### config.mk
export PLATFORM = sky130hd
export DESIGN_NAME = sum_accumulator
export DESIGN_NICKNAME = d
export VERILOG_FILES = /design/src/rtl/sum_accumulator.sv
export SDC_FILE = /design/constraint.sdc
export NUM_CORES = 1
export LEC_CHECK = 0
export CAP_MARGIN = 5
export CORE_MARGIN = 1
export CORE_UTILIZATION = 45
export DETAILED_ROUTE_END_ITERATION = 6
export PLACE_DENSITY = 0.7
export SYNTH_ARGS = -nofsm -noshare
export SYNTH_HDL_FRONTEND = slang
export SYNTH_SLANG_ARGS = --single-unit
### constraint.sdc
create_clock -name clk -period 5.65 [get_ports clk]
set_clock_uncertainty 0.05 [all_clocks]
set_input_delay 0.565 -clock clk [delete_from_list [all_inputs] [get_ports clk]]
set_output_delay 0.565 -clock clk [all_outputs]
set_load 0.1 [all_outputs]
### src/rtl/sum_accumulator.sv
// Running a+b accumulator behind a valid/ready operand handshake, with a registered result channel.
// Optional macro SUM_ACCUMULATOR_SATURATE_EN clamps the total on overflow instead of wrapping.
`timescale 1ns/1ps
module sum_accumulator #(
  parameter int DATA_W = 8,
  parameter int ACC_W  = 16,
  parameter int CNT_W  = 8
) (
  input  logic              clk,
  input  logic              rst_n,
  input  logic              in_valid,
  output logic              in_ready,
  input  logic [DATA_W-1:0] a_i,
  input  logic [DATA_W-1:0] b_i,
  input  logic              clear_i,
  output logic              out_valid,
  input  logic              out_ready,
  output logic [ACC_W-1:0]  sum_o,
  output logic [CNT_W-1:0]  count_o,
  output logic              ovf_o
);

  typedef enum logic {
    EMPTY = 1'b0,
    FULL  = 1'b1
  } state_t;

  state_t            state_r;
  state_t            state_nxt_s;
  logic              accept_s;

  // Internal running state; cleared independently of the held result.
  logic [ACC_W-1:0]  acc_r;
  logic [CNT_W-1:0]  cnt_r;
  logic              ovf_r;

  logic [ACC_W-1:0]  sum_r;
  logic [CNT_W-1:0]  count_r;
  logic              ovf_out_r;

  logic [ACC_W-1:0]  base_acc_s;
  logic [CNT_W-1:0]  base_cnt_s;
  logic              base_ovf_s;
  logic [ACC_W:0]    sum_ext_s;
  logic [ACC_W-1:0]  acc_nxt_s;
  logic [CNT_W-1:0]  cnt_nxt_s;
  logic              ovf_nxt_s;

  function automatic logic [ACC_W:0] add_ext(input logic [ACC_W-1:0] acc,
                                             input logic [DATA_W-1:0] a,
                                             input logic [DATA_W-1:0] b);
    return {1'b0, acc}
         + {{(ACC_W+1-DATA_W){1'b0}}, a}
         + {{(ACC_W+1-DATA_W){1'b0}}, b};
  endfunction

  // Handshake outputs derived from the current state.
  always_comb begin
    out_valid = (state_r == FULL);
    in_ready  = (state_r == EMPTY) || out_ready;
    accept_s  = in_valid && in_ready;
  end

  // Result-channel state transitions.
  always_comb begin
    state_nxt_s = state_r;
    case (state_r)
      EMPTY: begin
        if (accept_s) state_nxt_s = FULL;
        else          state_nxt_s = EMPTY;
      end
      FULL: begin
        if (accept_s)       state_nxt_s = FULL;
        else if (out_ready) state_nxt_s = EMPTY;
        else                state_nxt_s = FULL;
      end
      default: state_nxt_s = EMPTY;
    endcase
  end

  // State register.
  always_ff @(posedge clk or negedge rst_n) begin
    if (!rst_n) state_r <= EMPTY;
    else        state_r <= state_nxt_s;
  end

  // Clear is applied before the incoming pair, so a same-cycle add starts from zero.
  always_comb begin
    if (clear_i) begin
      base_acc_s = '0;
      base_cnt_s = '0;
      base_ovf_s = 1'b0;
    end else begin
      base_acc_s = acc_r;
      base_cnt_s = cnt_r;
      base_ovf_s = ovf_r;
    end
    sum_ext_s = add_ext(base_acc_s, a_i, b_i);
    cnt_nxt_s = base_cnt_s + {{(CNT_W-1){1'b0}}, 1'b1};
    if (sum_ext_s[ACC_W]) begin
      ovf_nxt_s = 1'b1;
`ifdef SUM_ACCUMULATOR_SATURATE_EN
      acc_nxt_s = {ACC_W{1'b1}};
`else
      acc_nxt_s = sum_ext_s[ACC_W-1:0];
`endif
    end else begin
      ovf_nxt_s = base_ovf_s;
      acc_nxt_s = sum_ext_s[ACC_W-1:0];
    end
  end

  // Accumulator state and held result registers.
  always_ff @(posedge clk or negedge rst_n) begin
    if (!rst_n) begin
      acc_r     <= '0;
      cnt_r     <= '0;
      ovf_r     <= 1'b0;
      sum_r     <= '0;
      count_r   <= '0;
      ovf_out_r <= 1'b0;
    end else if (accept_s) begin
      acc_r     <= acc_nxt_s;
      cnt_r     <= cnt_nxt_s;
      ovf_r     <= ovf_nxt_s;
      sum_r     <= acc_nxt_s;
      count_r   <= cnt_nxt_s;
      ovf_out_r <= ovf_nxt_s;
    end else if (clear_i) begin
      acc_r     <= '0;
      cnt_r     <= '0;
      ovf_r     <= 1'b0;
    end else begin
      acc_r     <= acc_r;
      cnt_r     <= cnt_r;
      ovf_r     <= ovf_r;
    end
  end

  assign sum_o   = sum_r;
  assign count_o = count_r;
  assign ovf_o   = ovf_out_r;

endmodule

# == Yosys cells after proc, flatten, opt, wreduce, memory -nomap -nowiden ==
# Cells that the tools add are included.
# totals
register_bits,51
inputBits,21
output_inout_bits,27
elab_cells,24
# op_classes
n_addsub,3
n_mux,11
bitwise,1
reduce_logical,2
# ops
operator,count
16-bit two-way mux,2
16-bit by 8-bit adder with 17-bit output,1
17-bit by 8-bit adder with 17-bit output,1
8-bit two-way mux,2
8-bit by 1-bit adder with 8-bit output (second input constant),1
1-bit two-way mux,6
1-bit case mux with 2 select lines,1
1-bit logical AND,1
1-bit logical OR,1
1-bit NOT,1

# == Longest topological paths before layout ==
# depth
word_depth,5
mapped_depth,12
ltp_nobuf,11

# == Worst setup path before layout ==
# No wires, ideal clock.
# synth_path
path_kind,input port to flip-flop
start,input port clear_i
end,register acc_r[7]
setup_ns,0.119
arrival_ns,2.899
t_required_ns,5.481
slack_ns,2.582
stages,10
path_buffers,1
cell_sequence,clkbuf_1 -> nor2b_1 -> fa_1 -> ha_1 -> fa_1 -> a211oi_1 -> o21ai_0 -> xor2_1 -> nand2_1 -> a21bo_2
# synth_between
elab_chain_len,4
# synth_rtl
element,line_no,text
from (decl),15,"input logic clear_i,"
16-bit two-way mux *,-,
16-bit by 8-bit adder with 17-bit output,53,"+ {{(ACC_W+1-DATA_W){1'b0}}, a}"
17-bit by 8-bit adder with 17-bit output,54,"+ {{(ACC_W+1-DATA_W){1'b0}}, b};"
16-bit two-way mux *,122,end else if (accept_s) begin
to (signal assigned),123,acc_r <= acc_nxt_s;
to (signal assigned),134,acc_r <= acc_r;
to (decl),33,logic [ACC_W-1:0] acc_r;
# Mark *: on every way between the ends. The rest lies on a longest branch, timed or not.
# A chain may end at the register's enable or synchronous reset.

# == Worst setup path in the final report ==
# layout_path
start,input port clear_i
end,register sum_r[9] (netlist: sum_o[9])
# layout_between
elab_chain_len,3
# layout_rtl
element,line_no,text
16-bit two-way mux,-,
16-bit by 8-bit adder with 17-bit output,53,
17-bit by 8-bit adder with 17-bit output,54,
to (signal assigned),126,sum_r <= acc_nxt_s;
to (decl),37,logic [ACC_W-1:0] sum_r;
# No other way between the ends.

==> summary.md <==
| Metric | Value |
|---|---|
| Final instance area | `0.003441 sq mm` |
| Data arrival time of the worst path | `3.69 ns` |
| Post-Syn Instances | `273` |
| Post-synth top cells | `dfrtp_1, nand2_1, xnor2_1, nor2b_1, o21ai_0` |
| Pins Over Slew Limit | `0` |
| Top cells by area, synth | `dfrtp_1, nand2_1, fa_1, xnor2_1, ha_1` |
| Initial Util | `0.4716` |
| Final setup TNS | `0 ns` |
| Pwr Total | `1.284 mW` |
| Initial antenna violation count | `0` |
| Vias | `2038` |
| DRT Wirelength | `5428 um` |
| Layout cells sized above 1 | `0.08750` |
| Row count | `28` |
| Final Util | `0.5777` |
| Crit path kind | `in2reg` |
| Flops & latches, synth | `51` |
| Outcome | `finished clean` |
| First-pass GRT wire length | `9390 um` |
| Metal2 WL | `2624 um` |
| Area leader, netlist | `dfrtp_1` |
| Postcts setup bufs | `0` |
| Net Count, Synth | `312` |
| Worst Path Required | `5.76 ns` |
| GP Congestion | `0.7552` |
| Combinational share of power | `0.490` |
| PortBufs | `47` |
| Sequential power share | `0.347` |
| M1 WL | `2626 um` |
| Routed wl met3 | `144 um` |
| Worst-margin pin slew | `0.9740 ns` |
| Internal power | `703.8 uW` |
| Post-layout min period | `3.588 ns` |
| Clk_lat worst skew | `0.30 ns` |
| Clock share of power | `0.163` |
| CORE AREA | `0.005956 sq mm` |
| Warnings from Yosys | `0` |
| P per Cell Area | `373.1 mW/mm^2` |
| Post-DP HPWL | `3956 um` |
| CTS buffer count | `5` |
| Register area share after synthesis | `0.4543` |
| Sw frac | `0.4517` |
| Crit. End Element | `register` |
| Area grow syn2layout | `22.49%` |
| Drt drc | `0` |
| Vias in the first global route | `2046` |
| Main synth FF type | `dfrtp_1` |
| Fmax | `278.7 MHz` |
| Reg clk slew, reported paths | `0.09 ns` |
| Die Wd | `81.01 um` |
| Via density | `5.159` |
| Psw | `579.8 uW` |
| Cell Area, Synth | `0.002809 sq mm` |
| Final hold vios | `0` |
| Detail Route Antenna Nets | `0` |
| CTS Buffer Depth | `2` |
| Number of flops mapped to enable cells by yosys | `0` |
| Nets@finish | `359` |
| # Max-Cap Violations | `0` |
| Largest vdd supply drop | `0.2880 mV` |
| Diodes inserted | `0` |
| H-tree depth | `2` |
| Cell variety after synth | `42` |
| Highest routed layer | `met4` |
| Die area | `0.006562 sq mm` |
| CTS sink count | `51` |
| Period utilisation layout | `0.6350` |
| Largest net degree at the start of global routing | `57` |
| Gr ovfl total | `0` |
| Post-synth top area share | `0.4543` |
| Pleak | `1.525 nW` |
| Post-synthesis async set-or-reset flop share | `1.000` |
| I/O pins | `48` |
| Routed length per instance | `13.74 um` |
| Critical path peak fanout | `15` |
| Cts hold-fix bufs | `0` |
| Die outline height | `81.01 um` |
| First-pass detailed-route iteration total | `4` |
| Placement Cell Area | `0.003353 sq mm` |
| Count leader, synth | `dfrtp_1` |
| Syn avg cell area | `10.29 sq um` |
| Clk root buf | `clkbuf_8` |
| CTS tree | `built` |
| Initial drt markers | `76` |
| Slew margin rel. | `0.3486` |
| Startpoint types | `primary input` |
| Gates resized, CTS repair | `0` |
| Total GRT Usage | `0.1871` |
| Final setup fails | `0` |
| RSZ-0062 raised after global routing | `no` |
| Hold/Removal Path Class | `in2async` |
## layout by cell type (no fill, tap or decap), drive strengths merged, types with 2 or more instances in the layout
cell type	count
dfrtp	51
nand2	50
clkdlybuf4s50	46
xnor2	20
o21ai	17
nor2b	14
nor2	12
xor2	9
fa	9
ha	9
a21oi	8
a21bo	7
nand3	7
nand4	6
clkbuf	6
nor3	6
inv	5
o211ai	5
a22o	4
buf	4
nand2b	3
nand4b	3
mux2i	3
a211oi	2
nor3b	2
a21o	2
## sequential cells by signal, summed over array words and instances (netlist names)
name	flops
cnt_r	8
acc_r	16
out_valid	1
ovf_o	1
ovf_r	1
sum_o	16
count_o	8
## path summary, 6_finish.rpt
path | from | end | slack [ns] | cells after the start
max | clear_i | sum_o[9]$_DFFE_PN0P_ | 2.06 | 13
min | rst_n | sum_o[9]$_DFFE_PN0P_ | 0.32 | 2
max reg2reg | acc_r[1]$_DFF_PN0_ | sum_o[9]$_DFFE_PN0P_ | 2.84 | 9
min reg2reg | sum_o[6]$_DFFE_PN0P_ | sum_o[6]$_DFFE_PN0P_ | 0.43 | 2
max in group asynchronous | rst_n | acc_r[0]$_DFF_PN0_ | 4.80 | 2
min in group clk | sum_o[6]$_DFFE_PN0P_ | sum_o[6]$_DFFE_PN0P_ | 0.43 | 2
## worst max-delay path, stage by stage
cell and delay (ns):
clkdlybuf4s50_1 0.79, buf_4 0.29, inv_1 0.12, nand2_1 0.11, fa_1 0.17, inv_1 0.04
ha_1 0.21, fa_1 0.43, a211oi_1 0.38, o211ai_2 0.17, nand2_1 0.18, xor2_1 0.15
o21ai_0 0.09
## power by group through the flow
stage          Clock, mW  Combinational, mW  Sequential, mW
2_1_floorplan          0              0.236           0.697
3_3_place_gp           0              0.626           0.452
3_5_place_dp           0              0.630           0.454
4_1_cts            0.219              0.633           0.446
5_1_grt            0.232              0.677           0.453
6_report           0.210              0.629           0.445
## cell type report
| class | count | area [sq um] |
|---|---|---|
| multi-input cells | 207 | 1476 |
| flip-flops and latches | 51 | 1276 |
| well taps | 75 | 93.84 |
| clock buffers | 6 | 82.58 |
| repair buffers | 50 | 488.0 |
| inverters | 5 | 18.77 |
| clock inverters | 1 | 5.005 |
| fillers | 551 | 2515 |
## stage by stage
stage,instances,hold slack [ns],worst slack [ns]
after floorplan,273,0.2194,2.582
after global placement,388,0.4085,1.813
after detailed placement,388,0.4168,1.710
after CTS,395,0.3481,2.022
after global routing,395,0.3876,1.825
final,395,0.3242,2.062
## logic make-up after synthesis
family,synth area share
buf+inv,0.02094
flops,0.4543
simple gates,0.1929
compound gates,0.1225
mux,0.01470
xor+xnor,0.09043
fa+ha+maj,0.1042
## routing by layer
metal | vias up | global-route usage
met2 | 31 | 0.3168
li1 | 1027 | -
met5 | - | 0
met4 | 0 | 0.03214
met3 | 4 | 0.03820
met1 | 976 | 0.2502
(Power assumes the default switching activity.)
